**config.mk**
```make
export PLATFORM = sky130hd
export DESIGN_NAME = pipe_ctrl_seq
export DESIGN_NICKNAME = d
export VERILOG_FILES = /design/src/rtl/pipe_ctrl_seq.sv
export SDC_FILE = /design/constraint.sdc
export NUM_CORES = 1
export LEC_CHECK = 0
export ABC_AREA = 1
export BUFFER_PORTS_ARGS = -buffer_cell sky130_fd_sc_hd__clkbuf_2
export CORE_MARGIN = 2
export CORE_UTILIZATION = 50
export DETAILED_ROUTE_END_ITERATION = 10
export PLACE_DENSITY = 0.71
export SKIP_LAST_GASP = 1
export SYNTH_ARGS = -nofsm -noshare
export SYNTH_HDL_FRONTEND = slang
export SYNTH_SLANG_ARGS = --single-unit
```
**constraint.sdc**
```tcl
create_clock -name clk -period 5.1 [get_ports clk]
set_clock_uncertainty 0.2 [all_clocks]
set_input_delay 0.51 -clock clk [delete_from_list [all_inputs] [get_ports clk]]
set_output_delay 0.51 -clock clk [all_outputs]
set_load 0.02 [all_outputs]
```
**src/rtl/pipe_ctrl_seq.sv**
```systemverilog
// Sequential stall/flush controller: drives per-stage stall and flush controls from
// decode/issue/execute/memory requests, with a miss wait state and a multi-cycle flush window.
module pipe_ctrl_seq #(
    parameter int FLUSH_CYCLES = 1,
    parameter int MEM_TIMEOUT  = 1024,
    parameter int CNT_W        = 32
) (
    input  logic             clk,
    input  logic             rst_n,
    input  logic             stall_from_decode,
    input  logic             stall_from_issue,
    input  logic             stall_from_execute,
    input  logic             flash_from_execute,
    input  logic             stall_from_memory,
    input  logic             mem_resp_valid,
    output logic             stall_to_pc,
    output logic             stall_to_if_id,
    output logic             stall_to_id_is,
    output logic             stall_to_is,
    output logic             stall_to_is_ex,
    output logic             stall_to_ex_mem,
    output logic             stall_to_mem_cmt,
    output logic             flash_to_if_id,
    output logic             flash_to_id_is,
    output logic             flash_to_iq,
    output logic             flash_to_is_ex,
    output logic             flash_to_ex_mem,
    output logic             flash_to_mem_cmt,
    output logic [1:0]       state_o,
    output logic [CNT_W-1:0] stall_cycles,
    output logic             mem_timeout
);

    typedef enum logic [1:0] {
        RUN      = 2'd0,
        MEM_WAIT = 2'd1,
        FLUSH    = 2'd2
    } state_e;

    localparam logic [3:0]  FC    = 4'(FLUSH_CYCLES);
    localparam logic [3:0]  FC_M1 = 4'(FLUSH_CYCLES - 1);
    localparam logic [15:0] MT    = 16'(MEM_TIMEOUT);

    state_e           state_q, state_d;
    logic             flush_pending_q, flush_pending_d;
    logic [3:0]       flush_cnt_q, flush_cnt_d;
    logic [15:0]      res_cnt_q, res_cnt_d;
    logic [15:0]      res_inc;
    logic [CNT_W-1:0] stall_cycles_q, stall_cycles_d;
    logic             mem_timeout_q, mem_timeout_d;

    logic front_stall;
    logic pc_stall, fe_stall, be_stall, fe_flash, cmt_flash, pend_any;

    assign front_stall = stall_from_decode | stall_from_issue | stall_from_execute;

    always_comb begin
        state_d         = state_q;
        flush_pending_d = flush_pending_q;
        flush_cnt_d     = flush_cnt_q;
        res_cnt_d       = res_cnt_q;
        stall_cycles_d  = stall_cycles_q;
        mem_timeout_d   = mem_timeout_q;
        pc_stall        = 1'b0;
        fe_stall        = 1'b0;
        be_stall        = 1'b0;
        fe_flash        = 1'b0;
        cmt_flash       = 1'b0;
        res_inc         = (res_cnt_q == MT) ? res_cnt_q : res_cnt_q + 16'd1;
        pend_any        = flush_pending_q | flash_from_execute;

        unique case (state_q)
            RUN: begin
                pc_stall = front_stall;
                fe_stall = front_stall;
                // A miss outranks a redirect; the redirect is remembered and replayed later.
                if (stall_from_memory) begin
                    state_d         = MEM_WAIT;
                    flush_pending_d = flash_from_execute;
                end else if (flash_from_execute) begin
                    fe_flash = 1'b1;
                    pc_stall = 1'b0;
                    if (FLUSH_CYCLES > 1) begin
                        state_d     = FLUSH;
                        flush_cnt_d = FC_M1;
                    end
                end
            end
            MEM_WAIT: begin
                pc_stall  = 1'b1;
                fe_stall  = 1'b1;
                be_stall  = 1'b1;
                cmt_flash = 1'b1;
                if (stall_cycles_q != '1) stall_cycles_d = stall_cycles_q + CNT_W'(1);
                if (res_inc == MT) mem_timeout_d = 1'b1;
                res_cnt_d       = res_inc;
                flush_pending_d = pend_any;
                if (mem_resp_valid) begin
                    res_cnt_d       = '0;
                    flush_pending_d = 1'b0;
                    if (pend_any) begin
                        state_d     = FLUSH;
                        flush_cnt_d = FC;
                    end else begin
                        state_d = RUN;
                    end
                end
            end
            FLUSH: begin
                fe_flash = 1'b1;
                if (stall_from_memory) begin
                    state_d         = MEM_WAIT;
                    flush_pending_d = 1'b1;
                end else if (flash_from_execute) begin
                    flush_cnt_d = FC;
                end else if (flush_cnt_q == 4'd1) begin
                    state_d = RUN;
                end else begin
                    flush_cnt_d = flush_cnt_q - 4'd1;
                end
            end
            default: state_d = RUN;
        endcase
    end

    always_ff @(posedge clk or negedge rst_n) begin
        if (!rst_n) begin
            state_q         <= RUN;
            flush_pending_q <= 1'b0;
            flush_cnt_q     <= '0;
            res_cnt_q       <= '0;
            stall_cycles_q  <= '0;
            mem_timeout_q   <= 1'b0;
        end else begin
            state_q         <= state_d;
            flush_pending_q <= flush_pending_d;
            flush_cnt_q     <= flush_cnt_d;
            res_cnt_q       <= res_cnt_d;
            stall_cycles_q  <= stall_cycles_d;
            mem_timeout_q   <= mem_timeout_d;
        end
    end

    // Controls are combinational, so they are gated directly by reset.
    assign stall_to_pc      = rst_n & pc_stall;
    assign stall_to_if_id   = rst_n & fe_stall;
    assign stall_to_id_is   = rst_n & fe_stall;
    assign stall_to_is      = rst_n & be_stall;
    assign stall_to_is_ex   = rst_n & be_stall;
    assign stall_to_ex_mem  = rst_n & be_stall;
    assign stall_to_mem_cmt = 1'b0;
    assign flash_to_if_id   = rst_n & fe_flash;
    assign flash_to_id_is   = rst_n & fe_flash;
    assign flash_to_iq      = rst_n & fe_flash;
    assign flash_to_is_ex   = rst_n & fe_flash;
    assign flash_to_ex_mem  = 1'b0;
    assign flash_to_mem_cmt = rst_n & cmt_flash;
    assign state_o          = state_q;
    assign stall_cycles     = stall_cycles_q;
    assign mem_timeout      = mem_timeout_q;

endmodule

```
After elaboration in Yosys (flattened, before gate mapping)
Index checks and enable logic that the tools add are counted.
- register bits: 56
- input bits: 8
- output and inout bits: 48
- $add $sub $neg: 3
- equal/unequal tests: 14
- multiplexer cells: 27
- bitwise logic cells: 7
- reduce and logical (&&, ||, !) cells: 8
- operators with widths (operator ; number):
    $add A32 B1 Y32 const B ; 1
    $eq A16 B11 Y1 const B ; 2
    $mux W16 ; 2
    $ne A32 B32 Y1 const B ; 1
    $mux W4 ; 5
    $add A16 B1 Y16 const B ; 1
    $mux W2 ; 6
    $ne A2 B2 Y1 const B ; 5
    $ne A3 B3 Y1 const B ; 3
    $mux W1 ; 8
    $pmux W4 S2 ; 1
    $pmux W1 S2 ; 3
    $pmux W2 S3 ; 1
    $reduce_and A5 Y1 ; 1
    $and A1 B1 Y1 ; 4
    $eq A4 B1 Y1 const B ; 1
    $reduce_and A2 Y1 ; 2
    $reduce_and A4 Y1 ; 1
    $sub A4 B1 Y4 const B ; 1
    $or A1 B1 Y1 ; 3
    $pmux W1 S3 ; 1
    $reduce_and A3 Y1 ; 1
    $reduce_bool A3 Y1 ; 1
    $eq A2 B1 Y1 const B ; 1
    3 further kinds ; 3

Logic depth before layout (Yosys ltp)
Gate-level depths: netlist (run 1).
- depth after elaboration: 6
- depth in mapped cells: 13
- mapped depth without buffers: 12

Worst setup path before layout (run 1)
Ideal clock, no wire load.
- path kind: reg-to-output
- start: register state_q[1] (netlist: state_o[1])
- end: output stall_to_pc
- arrival: 1450 ps
- slack: 2940 ps
- cell stages (with the launch flop): 6
- buffers on the path: 1
- path through: dfrtp_1 > inv_1 > ha_1 > buf_2 > inv_1 > a32oi_1
- longest elaborated chain between the ends: 3
- elaborated cells between the ends (all ways): 4
- classes of those cells: 1 x eq/ne; 1 x mux; 1 x bitwise; 1 x reduce/logical
- RTL lines (item ; RTL line ; source):
    from (decl) ; 44 ; state_e state_q, state_d;
    from (signal assigned) ; 135 ; state_q <= state_d;
    $eq A2 B1 Y1 or $logic_not A2 Y1 (tied branches) ; 72 ; unique case (state_q)
    $pmux W1 S2 * ; 72 ;
    $and A1 B1 Y1 * ; 145 ; assign stall_to_pc = rst_n & pc_stall;
    to (decl) ; 16 ; output logic stall_to_pc,
Mark *: on every way between the ends. The rest lies on a longest branch, timed or not.

Worst setup path after layout (run 1)
- start: input rst_n
- end: output flash_to_is_ex
- longest elaborated chain between the ends: 1
- RTL lines (item ; RTL line ; source):
    from (decl) ; 9 ; input logic rst_n,
    $and A1 B1 Y1 ; 155 ; assign flash_to_is_ex = rst_n & fe_flash;
    to (decl) ; 26 ; output logic flash_to_is_ex,
No other way between the ends.

==> out/qor.csv, run 1 <==
stage,metric,value,unit
clocking,clock_latency,320,ps
power,power_frac_seq,0.393,
sta,hold_viol_final,0,
clocking,cts_max_level,2,
grt,grt_max_degree,57,
power,power.density,344,nW/um^2
grt,grt_remaining_overflow,0,
synthesis,yosys.area.top_type,dfrtp_1,
status,status,"complete, no violations",
sta,fin_ws,2080,ps
clocking,root_buffer,clkbuf_8,
power,leakagePower,1.96,nW
final_layout,fill_cells,742,
clocking,post_cts_resized,0,
clocking,cts_buffers,5,
worst_setup_path,cp-start-kind,input pin,
placed_design,port_buffers,53,
clocking,post_cts_buffers,0,
sta,period_share,0.592,
final_layout,nets,566,
drt,via_count,3494,
worst_setup_path,endpoint_kind,output pin,
sta,fmax,331,MHz
die,boundaryPins,56,
placed_design,place_congestion,0.952,
sta,final_max_slew_viol_count,0,
clocking,clk_pin_slew_worst_paths,100,ps
clocking,cts_sinks,56,
worst_setup_path,worst-path-buf-inv,4,
drt,via_per_inst,5.38,
synthesis,synthTopCellsByCount,"nand2_1, dfrtp_1, nor2_1, inv_1, nand3_1",
die,start_util,0.511,
drt,drc,0,
run,max_cap_viol_count,0,
power,pwr-share-clk,0.233,
worst_setup_path,slowest_delay,610,ps
power,p_int,0.823,mW
synthesis,synth_top_area_frac,0.380,
sta,tightest_slew,714,ps
worst_setup_path,critical_path.most_common_cell,clkbuf_2,
sta,setup_viol,0,
drt,finalWirelength,8970,um
final_layout,antenna_cells,0,
placed_design,place_hpwl,6540,um
final_layout,finalInstanceArea,4100,sq um
clocking,cts_hold_buf,1,
power,vdd_ir_drop_max,0.000293,V
worst_setup_path,worst-path-max-fanout,56,
die,die_h,89.9,um
synthesis,async_flop_share,1.00,
placed_design,dp_slack,2240,ps
worst_setup_path,crit_family,buffers and inverters,
worst_setup_path,critPathArrivalTime,2310,ps
synthesis,synth_area_per_cell,7.32,sq um
die,core,7210,sq um
worst_setup_path,path_cells,dlygate4sd3_1 -> clkbuf_2 -> buf_4 -> o21a_1 -> clkbuf_2,
final_layout,area_growth,11.0,%
synthesis,yosys.cell_types.count,37,
synthesis,synth.area.top_cells,"dfrtp_1, nand2_1, nor2_1",
die,die_x,89.9,um
power,power.total,1.41,mW
grt,antenna_found_initial,0,
sta,period_needed,3020,ps
drt,drt_iter0_drc,273,
clocking,cts_tree,yes,
die,dieArea,8080,sq um
sta,rsz0062_at_grt,false,
power,p_sw_frac,0.416,
grt,groute.usage.overall,0.225,
power,combPwrFrac,0.374,
power,switchingPower,0.585,mW
grt,grt_pass1_wl,15200,um
drt,first_pass_iters,5,
synthesis,synth_seq_area_share,0.380,
synthesis,yosysMostFrequentCell,nand2_1,
synthesis,ys_ff_latch,56,
sta,maxSlewHeadroom,0.524,
final_layout,drive_gt1_frac,0.153,
worst_setup_path,crit_type,input pin to output pin,
synthesis,syn_inst,504,
die,rows,31,
sta,fin_setup_tns,0,ps
placed_design,dpl_cell_area,3960,sq um
worst_setup_path,slowest_stage,buf_4,
clocking,cts.path.max_buffers,2,
worst_setup_path,critPathRequiredTime,4390,ps
synthesis,synth-edff-count,0,
synthesis,yosys_warnings,0,
synthesis,synthFlopType,dfrtp_1,
drt,wl_per_cell,13.8,um
drt,drtAntennaViolNets,0,
grt,grt_pass1_vias,3195,
hold_path,hold_class,flop to flop,
synthesis,netlist_area,3690,sq um
==> sequential cells by signal, summed over array words and instances (netlist names) <==
name             cells
flush_cnt_q          4
flush_pending_q      1
res_cnt_q           16
state_o              2
mem_timeout          1
stall_cycles        32
==> worst paths after layout <==
kind                             start  slack [ps]  cells after the start               end
max                              rst_n        2080                      5    flash_to_is_ex
min                        mem_timeout         270                      2       mem_timeout
max reg2reg                 state_o[1]        2200                     10    flush_cnt_q[0]
min reg2reg                mem_timeout         270                      2       mem_timeout
max in group asynchronous        rst_n        3430                      3  stall_cycles[17]
min in group asynchronous        rst_n         340                      2        state_o[0]
==> kinds of logic (layout without fill, tap and decap cells) <==
family	Yosys count	after routing	synth area share
AO/OA/AOI/OAI	49	49	0.0773
other	1	2	0.00102
AND/OR/NAND/NOR	292	292	0.359
XOR/XNOR	27	27	0.0641
flip-flops	56	56	0.380
buffers and inverters	70	115	0.0882
adder cells (fa/ha/maj)	9	9	0.0305
==> worst reg2reg max path, delay by kind of cell (launching register included) <==
family / cells / cell delay [ps]
buffers and inverters: 4 / 790
AOI/OAI and AO/OA: 1 / 90
DFF: 1 / 450
and+or+nand+nor: 4 / 690
adders and majority gates: 1 / 600
==> per-stage QoR <==
stage,std cells,util,hold slack (ps)
floorplan,505,-,14.4
global route,649,0.568,328
detailed placement,640,0.549,140
global placement,640,0.549,143
CTS,649,0.568,275
finish,649,0.568,268
==> power groups by stage <==
stage	combinational, mW	sequential, mW	clock [mW]
4_1_cts	0.529	0.552	0.329
3_5_place_dp	0.526	0.561	0
2_1_floorplan	0.411	0.578	0
3_3_place_gp	0.512	0.557	0
5_1_grt	0.584	0.562	0.346
6_report	0.526	0.553	0.329
==> cell usage in the layout, fill, tap and decap left out, types with 9 or more instances in the layout <==
cell type / Yosys / layout
clkbuf_2: 0 / 53
dfrtp_1: 56 / 56
ha_1: 9 / 9
inv_1: 49 / 49
nand2_1: 151 / 151
nand3_1: 35 / 35
nand4_1: 15 / 15
nor2_1: 51 / 51
nor3_1: 16 / 16
o21ai_0: 20 / 20
o22ai_1: 12 / 12
xnor2_1: 9 / 9
xor2_1: 18 / 18
==> area by class of cell <==
class	count	area (sq um)	area share
inverter	52	195	0.0477
tap	99	124	0.0302
clock inverter	1	30.0	0.00733
clock buffer	7	96.3	0.0235
timing repair buffer	55	283	0.0690
sequential	56	1400	0.342
multi-input combinational	379	1970	0.480
==> metal layers <==
metal	up-vias	wire length, um	track usage
met5	-	0	0
met4	0	161	0.0615
met3	17	536	0.0377
met2	123	4040	0.351
met1	1638	4230	0.325
li1	1716	-	-
Note: power is estimated with default switching activity, not from simulation.
==> run 2: changes to the inputs <==
--- a/config.mk
+++ b/config.mk
@@ -5,12 +5,12 @@
 export SDC_FILE = /design/constraint.sdc
 export NUM_CORES = 1
 export LEC_CHECK = 0
-export ABC_AREA = 1
+export ABC_AREA = 0
 export BUFFER_PORTS_ARGS = -buffer_cell sky130_fd_sc_hd__clkbuf_2
 export CORE_MARGIN = 2
 export CORE_UTILIZATION = 50
 export DETAILED_ROUTE_END_ITERATION = 10
-export PLACE_DENSITY = 0.71
+export PLACE_DENSITY = 0.72
 export SKIP_LAST_GASP = 1
 export SYNTH_ARGS = -nofsm -noshare
 export SYNTH_HDL_FRONTEND = slang
==> constraint.sdc (replaced) <==
create_clock -name clk -period 3 [get_ports clk]
set_clock_uncertainty 0.2 [all_clocks]
set_input_delay 0.3 -clock clk [delete_from_list [all_inputs] [get_ports clk]]
set_output_delay 0.3 -clock clk [all_outputs]
set_load 0.02 [all_outputs]
==> out/qor.csv, run 2 <==
stage,metric,value,unit,change
synthesis,synth.area.top_cells,"dfrtp_1, xnor2_1, xor2_1",,
final_layout,drive_gt1_frac,0.194,,+0.0413
final_layout,area_growth,12.0,%,
drt,finalWirelength,7130,um,-21%
synthesis,synth-edff-count,0,,unchanged
drt,drt_iter0_drc,131,,-52%
synthesis,synth_seq_area_share,0.426,,+0.0459
power,leakagePower,1.75,nW,-11%
sta,final_max_slew_viol_count,0,,unchanged
grt,antenna_found_initial,0,,unchanged
sta,setup_viol,0,,unchanged
clocking,cts_sinks,56,,unchanged
clocking,cts_max_level,2,,unchanged
placed_design,place_congestion,0.845,,-11%
grt,groute.usage.overall,0.211,,-0.0136
clocking,clock_latency,320,ps,about the same
worst_setup_path,cp-start-kind,flop,,
final_layout,largest_reg_flops,32,,unchanged
worst_setup_path,slowest_delay,470,ps,-140 ps
die,die_h,85.1,um,-5.3%
worst_setup_path,worst-path-max-fanout,14,,-75%
synthesis,netlist_area,3290,sq um,-11%
synthesis,synth_top_area_frac,0.426,,+0.0459
die,die_x,85.1,um,-5.3%
grt,grt_max_degree,27,,-53%
status,status,"complete, no violations",,
hold_path,hold_class,input pin to flop,,
die,boundaryPins,56,,unchanged
placed_design,place_hpwl,5290,um,-19%
worst_setup_path,critical_path.most_common_cell,inv_1,,
sta,rsz0062_at_grt,false,,
clocking,root_buffer,clkbuf_8,,
worst_setup_path,critPathArrivalTime,2160,ps,-150 ps
synthesis,yosys.area.top_type,dfrtp_1,,
sta,maxSlewHeadroom,0.531,,+0.00733
sta,period_needed,2660,ps,
drt,drtAntennaViolNets,0,,unchanged
final_layout,antenna_cells,0,,unchanged
sta,period_share,0.888,,
die,core,6350,sq um,-12%
worst_setup_path,path_cells,inv_1 -> ha_1 -> inv_1 -> a31oi_1 -> clkbuf_2,,
sta,fin_hold_ws,113,ps,-155 ps
drt,wl_per_cell,14.9,um,+7.7%
die,start_util,0.518,,+0.00695
final_layout,final_common_cell,dfrtp_1,,
synthesis,yosysMostFrequentCell,dfrtp_1,,
synthesis,syn_inst,355,,-30%
die,dieArea,7250,sq um,-10%
drt,via_count,2785,,-20%
run,max_cap_viol_count,0,,unchanged
worst_setup_path,crit_type,flop to output pin,,
final_layout,fill_cells,557,,-25%
final_layout,nets,418,,-26%
worst_setup_path,worst-path-buf-inv,3,,-1
synthesis,ys_ff_latch,56,,unchanged
grt,grt_remaining_overflow,0,,unchanged
grt,grt_pass1_vias,2658,,-17%
drt,first_pass_iters,4,,-1
sta,fmax,376,MHz,
drt,via_per_inst,5.81,,+8.0%
worst_setup_path,crit_family,buffers and inverters,,
worst_setup_path,critPathRequiredTime,2500,ps,-1890 ps
drt,drc,0,,unchanged
final_layout,final_cell_mix,"dfrtp_1, clkbuf_2, nand2_1",,
synthesis,synth_area_per_cell,9.27,sq um,+27%
worst_setup_path,slowest_stage,ha_1,,
synthesis,yosys.cell_types.count,50,,+35%
clocking,cts_tree,yes,,
clocking,post_cts_buffers,0,,unchanged
synthesis,async_flop_share,1.00,,unchanged
grt,grt_pass1_wl,12500,um,-18%
clocking,clk_pin_slew_worst_paths,110,ps,about the same
power,power.density,736,nW/um^2,+110%
synthesis,synthTopCellsByCount,"dfrtp_1, nand2_1, nor2_1, nand3_1, xnor2_1",,
clocking,cts.path.max_buffers,2,,unchanged
sta,hold_viol_final,0,,unchanged
power,vdd_ir_drop_max,0.000447,V,+53%
clocking,cts_buffers,5,,unchanged
placed_design,port_buffers,53,,unchanged
sta,fin_setup_tns,0,ps,unchanged
synthesis,yosys_warnings,0,,unchanged
die,rows,29,,-6.5%
synthesis,synthFlopType,dfrtp_1,,
sta,tightest_slew,697,ps,-17.4 ps
worst_setup_path,endpoint_kind,output pin,,
[run 2: cells by family after synthesis]
| group | count (synthesis) | share of synthesized area |
|---|---|---|
| other cells | 1 | 0.00114 |
| xor+xnor | 34 | 0.0905 |
| simple gates | 149 | 0.245 |
| flops | 56 | 0.426 |
| compound gates | 59 | 0.122 |
| mux | 7 | 0.0228 |
| buf+inv | 40 | 0.0586 |
| fa+ha+maj | 9 | 0.0342 |
[run 2: path summary, 6_finish.rpt]
kind	startpoint	end	slack, ps	cells after the start
max in group asynchronous	rst_n	stall_cycles[14]	1650	3
max	state_o[1]	stall_to_pc	340	5
min reg2reg	mem_timeout	mem_timeout	270	1
min in group asynchronous	rst_n	flush_cnt_q[3]	240	2
min	stall_from_memory	state_o[0]	110	3
max reg2reg	state_o[1]	mem_timeout	350	6
[run 2: layer usage]
layer | up-vias | global-route usage | part of all wire
met5 | - | 0 | 0
met4 | 0 | 0.0548 | 0.015
met3 | 9 | 0.0418 | 0.053
met2 | 80 | 0.352 | 0.48
met1 | 1337 | 0.283 | 0.46
li1 | 1359 | - | -
[run 2: repair_timing]
action                    CTS  global route
hold buffers                1             0
resized for setup           0             0
hold endpoints to repair   12             0
[run 2: where the power goes]
part | switching (mW) | internal, mW | total [mW]
clock | 0.267 | 0.171 | 0.438
sequential | 0.290 | 0.916 | 1.21
combinational | 0.618 | 0.448 | 1.07
[run 2: layout make-up]
cell class | instances | area (sq um) | area share
Multi-Input combinational cell | 260 | 1700 | 0.461
Sequential cell | 56 | 1400 | 0.380
Timing Repair Buffer | 61 | 328 | 0.0890
Tap cell | 77 | 96.3 | 0.0261
Clock buffer | 5 | 68.8 | 0.0187
Inverter | 17 | 63.8 | 0.0173
Clock inverter | 3 | 26.3 | 0.00713
[run 2: stage by stage]
stage               cell area, sq um  setup WS (ps)  utilization  instances  power (mW)
detailed placement              3580            440        0.564        470        2.28
global route                    3680           92.9        0.580        479        2.92
CTS                             3680            327        0.580        479        2.72
global placement                3580            489        0.564        470        2.25
finish                          3680            337        0.580        479        2.71
floorplan                       3290            533            -        356        2.00
[run 2: worst reg2reg max path, cell delays in order (launching register included)]
cell and delay, ps:
dfrtp_1 460, inv_1 110, ha_1 470, nand2_1 120, or4_1 400, a2111oi_0 580
a41o_1 250
